--- src/rtl/freq_meter_pkg.sv ---
// Shared types and helpers for the PMOD frequency meter.
// FSM state encoding plus a constant-foldable clog2 used to size the gate/high counters.
package freq_meter_pkg;

   typedef enum logic [1:0] {
      ST_IDLE  = 2'd0,
      ST_GATE  = 2'd1,
      ST_LATCH = 2'd2
   } fm_state_e;

   function automatic int clog2(input int value);
      int r;
      r = 0;
      while ((1 << r) < value) begin
         r = r + 1;
      end
      return r;
   endfunction

endpackage

--- src/rtl/sig_sync_edge.sv ---
// Multi-flop synchronizer for an asynchronous pin, with a rising-edge detector on its output.
// LEVEL is the synchronized value; RISE is high for one cycle when LEVEL goes 0 -> 1.
module sig_sync_edge #(
   parameter int SYNC_STAGES = 2
) (
   input  logic CLK,
   input  logic RST,
   input  logic D,
   output logic LEVEL,
   output logic RISE
);

   logic [SYNC_STAGES-1:0] sync_q;
   logic                   level_d_q;

   always_ff @(posedge CLK or posedge RST) begin
      if (RST) begin
         sync_q    <= '0;
         level_d_q <= 1'b0;
      end else begin
         sync_q    <= {sync_q[SYNC_STAGES-2:0], D};
         level_d_q <= sync_q[SYNC_STAGES-1];
      end
   end

   assign LEVEL = sync_q[SYNC_STAGES-1];
   assign RISE  = LEVEL & ~level_d_q;

endmodule

--- src/rtl/pmod_freq_meter.sv ---
// Gated frequency/duty meter for one PMOD divider output: counts rising edges and high cycles per window.
// Optional macro FREQ_METER_PERIOD_EN adds PERIOD, the spacing of the last two edges in the window.
//
// state    | meaning
// ST_IDLE  | counters held at 0, waiting for EN
// ST_GATE  | accumulating for GATE_CYCLES cycles (BUSY=1)
// ST_LATCH | one dead cycle, results visible with VALID=1
module pmod_freq_meter
   import freq_meter_pkg::*;
#(
   parameter int  GATE_CYCLES = 1000,
   parameter int  CNT_W       = 16,
   parameter int  SYNC_STAGES = 2,
   localparam int GW          = clog2(GATE_CYCLES + 1)
) (
   input  logic             CLK,
   input  logic             RST,
   input  logic             SIG_IN,
   input  logic             EN,
   output logic [CNT_W-1:0] COUNT,
   output logic [GW-1:0]    HIGH_CYC,
   output logic             OVF,
   output logic             VALID,
   output logic             BUSY
`ifdef FREQ_METER_PERIOD_EN
   ,
   output logic [GW-1:0]    PERIOD
`endif
);

   localparam logic [CNT_W-1:0] EDGE_MAX  = '1;
   localparam logic [GW-1:0]    GATE_LAST = GW'(GATE_CYCLES - 1);

   fm_state_e        state_q, state_d;
   logic             sig_s, sig_rise;
   logic             acc_run, gate_last, load_out;
   logic [GW-1:0]    gate_cnt_q, gate_cnt_d;
   logic [CNT_W-1:0] edge_cnt_q, edge_cnt_d, edge_nxt;
   logic [GW-1:0]    high_cnt_q, high_cnt_d, high_nxt;
   logic             ovf_acc_q, ovf_acc_d, ovf_nxt;
   logic [CNT_W-1:0] count_q;
   logic [GW-1:0]    high_cyc_q;
   logic             ovf_q;

   sig_sync_edge #(
      .SYNC_STAGES(SYNC_STAGES)
   ) u_sync (
      .CLK  (CLK),
      .RST  (RST),
      .D    (SIG_IN),
      .LEVEL(sig_s),
      .RISE (sig_rise)
   );

   assign acc_run   = (state_q == ST_GATE) && EN;
   assign gate_last = (gate_cnt_q == GATE_LAST);
   // Results load on the edge into LATCH so they are already valid while VALID is high.
   assign load_out  = acc_run && gate_last;

   always_ff @(posedge CLK or posedge RST) begin
      if (RST) begin
         state_q <= ST_IDLE;
      end else begin
         state_q <= state_d;
      end
   end

   always_comb begin
      state_d = state_q;
      case (state_q)
         ST_IDLE: begin
            if (EN) state_d = ST_GATE;
         end
         ST_GATE: begin
            if (!EN)            state_d = ST_IDLE;
            else if (gate_last) state_d = ST_LATCH;
         end
         ST_LATCH: begin
            state_d = EN ? ST_GATE : ST_IDLE;
         end
         default: state_d = ST_IDLE;
      endcase
   end

   always_comb begin
      edge_nxt   = edge_cnt_q;
      ovf_nxt    = ovf_acc_q;
      high_nxt   = high_cnt_q + GW'(sig_s);
      gate_cnt_d = '0;
      edge_cnt_d = '0;
      high_cnt_d = '0;
      ovf_acc_d  = 1'b0;
      if (sig_rise) begin
         if (edge_cnt_q == EDGE_MAX) ovf_nxt = 1'b1;
         else                        edge_nxt = edge_cnt_q + CNT_W'(1);
      end
      // Outside a running window (and on its last cycle) everything returns to zero.
      if (acc_run && !gate_last) begin
         gate_cnt_d = gate_cnt_q + GW'(1);
         edge_cnt_d = edge_nxt;
         high_cnt_d = high_nxt;
         ovf_acc_d  = ovf_nxt;
      end
   end

   always_ff @(posedge CLK or posedge RST) begin
      if (RST) begin
         gate_cnt_q <= '0;
         edge_cnt_q <= '0;
         high_cnt_q <= '0;
         ovf_acc_q  <= 1'b0;
      end else begin
         gate_cnt_q <= gate_cnt_d;
         edge_cnt_q <= edge_cnt_d;
         high_cnt_q <= high_cnt_d;
         ovf_acc_q  <= ovf_acc_d;
      end
   end

   always_ff @(posedge CLK or posedge RST) begin
      if (RST) begin
         count_q    <= '0;
         high_cyc_q <= '0;
         ovf_q      <= 1'b0;
      end else if (load_out) begin
         count_q    <= edge_nxt;
         high_cyc_q <= high_nxt;
         ovf_q      <= ovf_nxt;
      end
   end

   assign COUNT    = count_q;
   assign HIGH_CYC = high_cyc_q;
   assign OVF      = ovf_q;
   assign VALID    = (state_q == ST_LATCH);
   assign BUSY     = (state_q == ST_GATE);

`ifdef FREQ_METER_PERIOD_EN
   logic [GW-1:0] per_cnt_q, per_cnt_d;
   logic [GW-1:0] per_acc_q, per_acc_d, per_nxt;
   logic [GW-1:0] period_q;

   // per_cnt only runs once the first edge of the window has been seen.
   always_comb begin
      per_cnt_d = '0;
      per_acc_d = '0;
      per_nxt   = per_acc_q;
      if (sig_rise && (edge_cnt_q != '0)) per_nxt = per_cnt_q;
      if (acc_run && !gate_last) begin
         per_acc_d = per_nxt;
         if (sig_rise) begin
            per_cnt_d = GW'(1);
         end else if (edge_cnt_q != '0) begin
            per_cnt_d = (per_cnt_q == '1) ? per_cnt_q : per_cnt_q + GW'(1);
         end
      end
   end

   always_ff @(posedge CLK or posedge RST) begin
      if (RST) begin
         per_cnt_q <= '0;
         per_acc_q <= '0;
         period_q  <= '0;
      end else begin
         per_cnt_q <= per_cnt_d;
         per_acc_q <= per_acc_d;
         if (load_out) period_q <= per_nxt;
      end
   end

   assign PERIOD = period_q;
`endif

endmodule

--- config.mk ---
export PLATFORM = sky130hd
export DESIGN_NAME = pmod_freq_meter
export DESIGN_NICKNAME = d
export VERILOG_FILES = /design/src/rtl/freq_meter_pkg.sv /design/src/rtl/sig_sync_edge.sv /design/src/rtl/pmod_freq_meter.sv
export SDC_FILE = /design/constraint.sdc
export NUM_CORES = 1
export LEC_CHECK = 0
export CORE_ASPECT_RATIO = 1.5
export CORE_MARGIN = 8
export CORE_UTILIZATION = 58
export CTS_BUF_LIST = sky130_fd_sc_hd__clkbuf_4
export DETAILED_ROUTE_END_ITERATION = 10
export PLACE_DENSITY = 0.78
export SKIP_LAST_GASP = 1
export SYNTH_ARGS = -nofsm -noshare
export SYNTH_HDL_FRONTEND = slang
export SYNTH_SLANG_ARGS = --single-unit
--- constraint.sdc ---
create_clock -name CLK -period 2.6 [get_ports CLK]
set_input_delay 0.52 -clock CLK [delete_from_list [all_inputs] [get_ports CLK]]
set_output_delay 0.52 -clock CLK [all_outputs]
set_load 0.03 [all_outputs]
After elaboration in Yosys (flattened, before gate mapping) --
Index checks and enable logic that the tools add are counted. W data, S select, Z words.
Word-level totals: word-level logic and storage cells 40, output and inout port bits 29, input bits 4, register bits 69
Cells by class: bitwise logic cells 2, reductions and logical operators 6, equality and inequality tests 6, multiplexer cells 13, $add $sub $neg 3
Operators with widths (count):
- $mux W16 | 3
- $mux W10 | 2
- $add A16 B1 Y16 const B | 1
- $eq A16 B16 Y1 const B | 1
- $add A10 B1 Y10 | 1
- $add A10 B1 Y10 const B | 1
- $eq A10 B10 Y1 const B | 1
- $mux W2 | 3
- $pmux W2 S3 | 1
- $mux W1 | 4
- $logic_and A1 B1 Y1 | 3
- $ne A3 B2 Y1 const B | 1
- $eq A2 B1 Y1 const B | 1
- $eq A2 B2 Y1 const B | 1
- $logic_not A2 Y1 | 1
- $ne A2 B2 Y1 const B | 1
- $reduce_and A2 Y1 | 1
- $and A1 B1 Y1 | 1
- $logic_not A1 Y1 | 1
- $not A1 Y1 | 1

Logic depth before layout (Yosys ltp) --
Gate-level depths: netlist (run 1).
depth after elaboration 4, gate-level depth with buffers 7

Hierarchy --
Synthesis (run 1) repeated with hierarchy kept, for this count alone.
Second synthesis, totals: cells, all modules 285, area, all modules 2947.8 um^2
Modules (own cells, without submodules):
- pmod_freq_meter | instances 1, sequential area each 1651.6 um^2, area an instance 2855.2 um^2, cells each 280
- sig_sync_edge | instances 1, sequential area each 75.1 um^2, area an instance 92.6 um^2, cells each 5

Least setup slack after synthesis (run 1) --
No wires, ideal clock.
kind flip-flop to flip-flop, from register edge_cnt_q[0], to register count_q[14], in the netlist COUNT[14], data arrival time 1.504 ns, setup slack 0.970 ns, library setup time 0.126 ns, cell stages (with the launch flop) 8, required time 2.474 ns, cell sequence dfrtp_1 > ha_1 > and3b_1 > and2_1 > buf_4 > nand4_1 > mux2i_1 > o21ai_1
On the way: word-level cells in the longest chain between the ends 3, elaborated cells on any way between the ends 4, classes of those cells add/sub: 1; eq/ne: 1; mux: 2
RTL lines:
- from (decl) | line pmod_freq_meter.sv:38 | logic [CNT_W-1:0] edge_cnt_q, edge_cnt_d, edge_nxt;
- from (signal assigned) | line pmod_freq_meter.sv:114 | edge_cnt_q <= edge_cnt_d;
- $add A16 B1 Y16 / $eq A16 B16 Y1 (equally long branches) | line pmod_freq_meter.sv:95, pmod_freq_meter.sv:94
- $mux W16 * | line pmod_freq_meter.sv:94 | if (edge_cnt_q == EDGE_MAX) ovf_nxt = 1'b1;
- $mux W16 * | line pmod_freq_meter.sv:93 | if (sig_rise) begin
- to (signal assigned) | line pmod_freq_meter.sv:126 | count_q <= edge_nxt;
- to (decl) | line pmod_freq_meter.sv:41 | logic [CNT_W-1:0] count_q;
Mark *: on every way between the ends. The rest lies on a longest branch, timed or not. A chain may end at the register's enable or synchronous reset.

Final worst setup path (run 1) --
from register state_q[1], to output port BUSY
On the way: word-level cells in the longest chain between the ends 1
RTL lines:
- from (decl) | line pmod_freq_meter.sv:34 | fm_state_e state_q, state_d;
- from (signal assigned) | line pmod_freq_meter.sv:64 | state_q <= state_d;
- $eq A2 B1 Y1 | line pmod_freq_meter.sv:136 | assign BUSY = (state_q == ST_GATE);
- to (decl) | line pmod_freq_meter.sv:24 | output logic BUSY
Every way passes these cells.

==> results of run 1 <==
[final cells by class]
type | count | area (sq um) | area share, %
Sequential cell | 69 | 1727 | 48.73
Multi-Input combinational cell | 204 | 1230 | 34.71
Timing Repair Buffer | 35 | 355.3 | 10.03
Tap cell | 68 | 85.08 | 2.401
Clock buffer | 11 | 82.58 | 2.331
Clock inverter | 3 | 38.79 | 1.095
Inverter | 6 | 25.02 | 0.7062
[cells in the final DEF, fill, tap and decap left out, types with 4 or more instances in the layout]
cell / count
dfrtp_1: 69
and3_1: 10
mux2i_1: 4
nand3_1: 12
inv_1: 4
xnor2_1: 8
clkbuf_4: 11
nand2_1: 31
xor2_1: 15
clkdlybuf4s50_1: 32
a21oi_1: 5
o211ai_1: 4
nor2_1: 44
o21ai_0: 8
nand4_1: 5
o21ai_1: 19
ha_1: 4
and2_1: 4
[stage by stage]
stage               hold WS, ps  setup WS (ps)  utilization, %
finish                    357.6          358.6           69.69
global route              371.6          294.9           69.69
CTS                       363.2          326.9           69.69
detailed placement        347.0          610.8           67.30
global placement          334.4          673.3           67.30
floorplan                 331.2          340.1               -
[sequential cells by signal, indices dropped and copies added (netlist names)]
| name | flops |
|---|---|
| u_sync.level_d_q | 1 |
| high_cnt_q | 10 |
| OVF | 1 |
| gate_cnt_q | 10 |
| u_sync.sync_q | 2 |
| COUNT | 16 |
| edge_cnt_q | 16 |
| ovf_acc_q | 1 |
| HIGH_CYC | 10 |
| state_q | 2 |
[cell families (layout without fill, tap and decap cells)]
family / count (synthesis) / in the layout / share of synthesized area (%)
simple gates: 130 / 130 / 22.70
flops: 69 / 69 / 57.07
fa+ha+maj: 4 / 4 / 1.654
xor+xnor: 23 / 23 / 6.659
buf+inv: 15 / 55 / 2.275
compound gates: 41 / 41 / 7.568
mux: 6 / 6 / 2.068
[how the worst max path moves through the flow]
stage	end	slack, ps	cells after the start
finish	BUSY	360	2
global route	BUSY	290	2
CTS	BUSY	330	2
detailed placement	COUNT[2]	610	4
global placement	COUNT[2]	670	4
floorplan	COUNT[0]	340	1
[cell usage after synthesis (2+ instances only)]
cell	n
nor2b_1	2
inv_1	5
ha_1	4
nand3_2	2
and3_1	10
buf_2	5
mux2i_1	4
nor3_1	2
xor2_1	15
a31oi_1	2
and3_2	2
nand3_1	12
clkbuf_1	3
nand4b_1	2
or3_1	2
nand2_1	31
dfrtp_1	69
nand4_1	5
nand2b_1	2
xnor2_1	8
nor2_1	44
o211ai_1	4
o21ai_0	8
and2_1	4
o21ai_1	19
a21oi_1	5
[metal layers]
metal,GRT usage (%),part of all wire (%)
met5,0,0
met4,9.718,2.8
met3,3.089,3.8
met2,27.05,54
met1,18.02,40
[power by group]
part	internal [mW]	switching [mW]	leakage (nW)
clock network	0.301	0.338	0.0702
logic	0.0229	0.0547	0.558
registers	1.08	0.00685	0.954
==> qor.yml, run 1 <==
yosys:
  synth.area.top_cells: "dfrtp_1 57%, nor2_1 5.5%, xor2_1 4.3%, nand2_1 3.8%, o21ai_1 3.1%"
  yosys.area.top_type: "dfrtp_1"
  async_reset_ff_share_pct: 100.0
  syn_nets: 296
  synth-seq-area-share_pct: 57.07
  syn_area_sq_mm: 0.003025
  ys.flop_type: "dfrtp_1"
  ys_warn_count: 0
  yosysTopAreaCellShare_pct: 57.07
  synth_seq_cells: 69
  syn_area_per_cell_sq_um: 10.50
  synth_cells: 288
  synth.distinct_cells: 43
  synth_edf_count: 0
floorplan:
  die_x_um: 74.97
  core_sq_mm: 0.005085
  initial_core_util_pct: 59.50
  die_h_um: 104.5
  row_count: 32
  io_pins: 33
  dieArea_sq_mm: 0.007831
run_status:
  status: "completed"
sta:
  rsz0062_at_grt: "no"
  finalClockSkew_ps: 17.77
  setup_violations: 0
  fin_crit_sh_pct: 86.21
  worst_slew_pin_slew_ps: 379.1
  hold_violations: 0
  maxSlewViolCount: 0
  min_period_ps: 2241
  fin_setup_tns_ps: 0
  max-slew-margin-rel_pct: 74.73
  max_clock_freq_mhz: 446.1
final_layout:
  stdcell_area_sq_mm: 0.003543
  drive_gt1_share_pct: 9.146
  area_growth_pct: 17.12
  fin_nets: 333
  insertedDiodeCount: 0
  finalNonFillerCells: 396
  n_fill_cell: 412
route:
  vias: 2144
  vias_per_cell: 5.414
  drtIter0Drc: 139
  ant_nets: 0
  routedWlPerCell_um: 14.13
  firstDrtPassIters: 4
  drc_errors: 0
  routed_wl_mm: 5.597
place:
  place_inst: 382
  dpl.hpwl_mm: 3.958
  gp_congestion: 0.8443
  post_dp_cell_area_sq_mm: 0.003422
  port_buffers: 32
worst_hold_path:
  hold_depth: 0
  whs_endpoint: "u_sync.sync_q[1]"
  hp-class: "flip-flop to flip-flop"
  hp-start: "u_sync.sync_q[0]"
grt:
  antenna_found_initial: 0
  first_global_vias: 2162
  grt_first_pass_wirelength_mm: 9.839
  grt_overflow: 0
  grt_max_degree: 70
  grt.total_usage_pct: 16.22
critical_path:
  arrival_ps: 1720
  r2r_slack_ps: 770
  r2r_end: "COUNT[14]"
  cp-startpoint: "state_q[1]"
  cpPeakStageDelay_ps: 690
  r2r-start: "edge_cnt_q[0]"
  crit_type: "flip-flop to output pin"
  crit_path_start_kind: "flip-flop"
  required_ps: 2080
  cp_max_fo: 3
  setup.worst_path.end_class: "output pin"
  cp_top_family: "buffers and inverters"
  cp_num_buf_inv: 1
  path_cells: "and2b_1 > clkdlybuf4s50_1"
  crit_path_top_delay_cell: "clkdlybuf4s50_1"
  reg2reg_depth: 6
clocking:
  cts_tree: "done"
  clk_pin_slew_ps: 90
  cts_buffers: 9
  post_cts_buffers: 0
  clk_latency_ps: 400
  cts-resized-gates: 0
  h-tree-depth: 3
  cts-hold-fix-buffers: 0
  cts_num_sinks: 69
  clockBufferDepth: 2
  root_buffer: "clkbuf_4"
power:
  leakage_nw: 1.582
  p_per_area_mw_per_mm2: 509.5
  power_mw: 1.805
  irDropWorstVdd_uv: 477.0
job:
  maxCapViolations: 0
(Power assumes the default switching activity.)
==> run 2, diff against run 1 <==
Settings changed: SKIP_LAST_GASP 1 to not set.
==> results of run 2 <==
Final layout, timing and power as in run 1 (identical DEF).
==> run 3, diff against run 2 <==
Settings changed: SLEW_MARGIN set to 20.
==> results of run 3 <==
Final layout, timing and power as in run 1 (identical DEF).
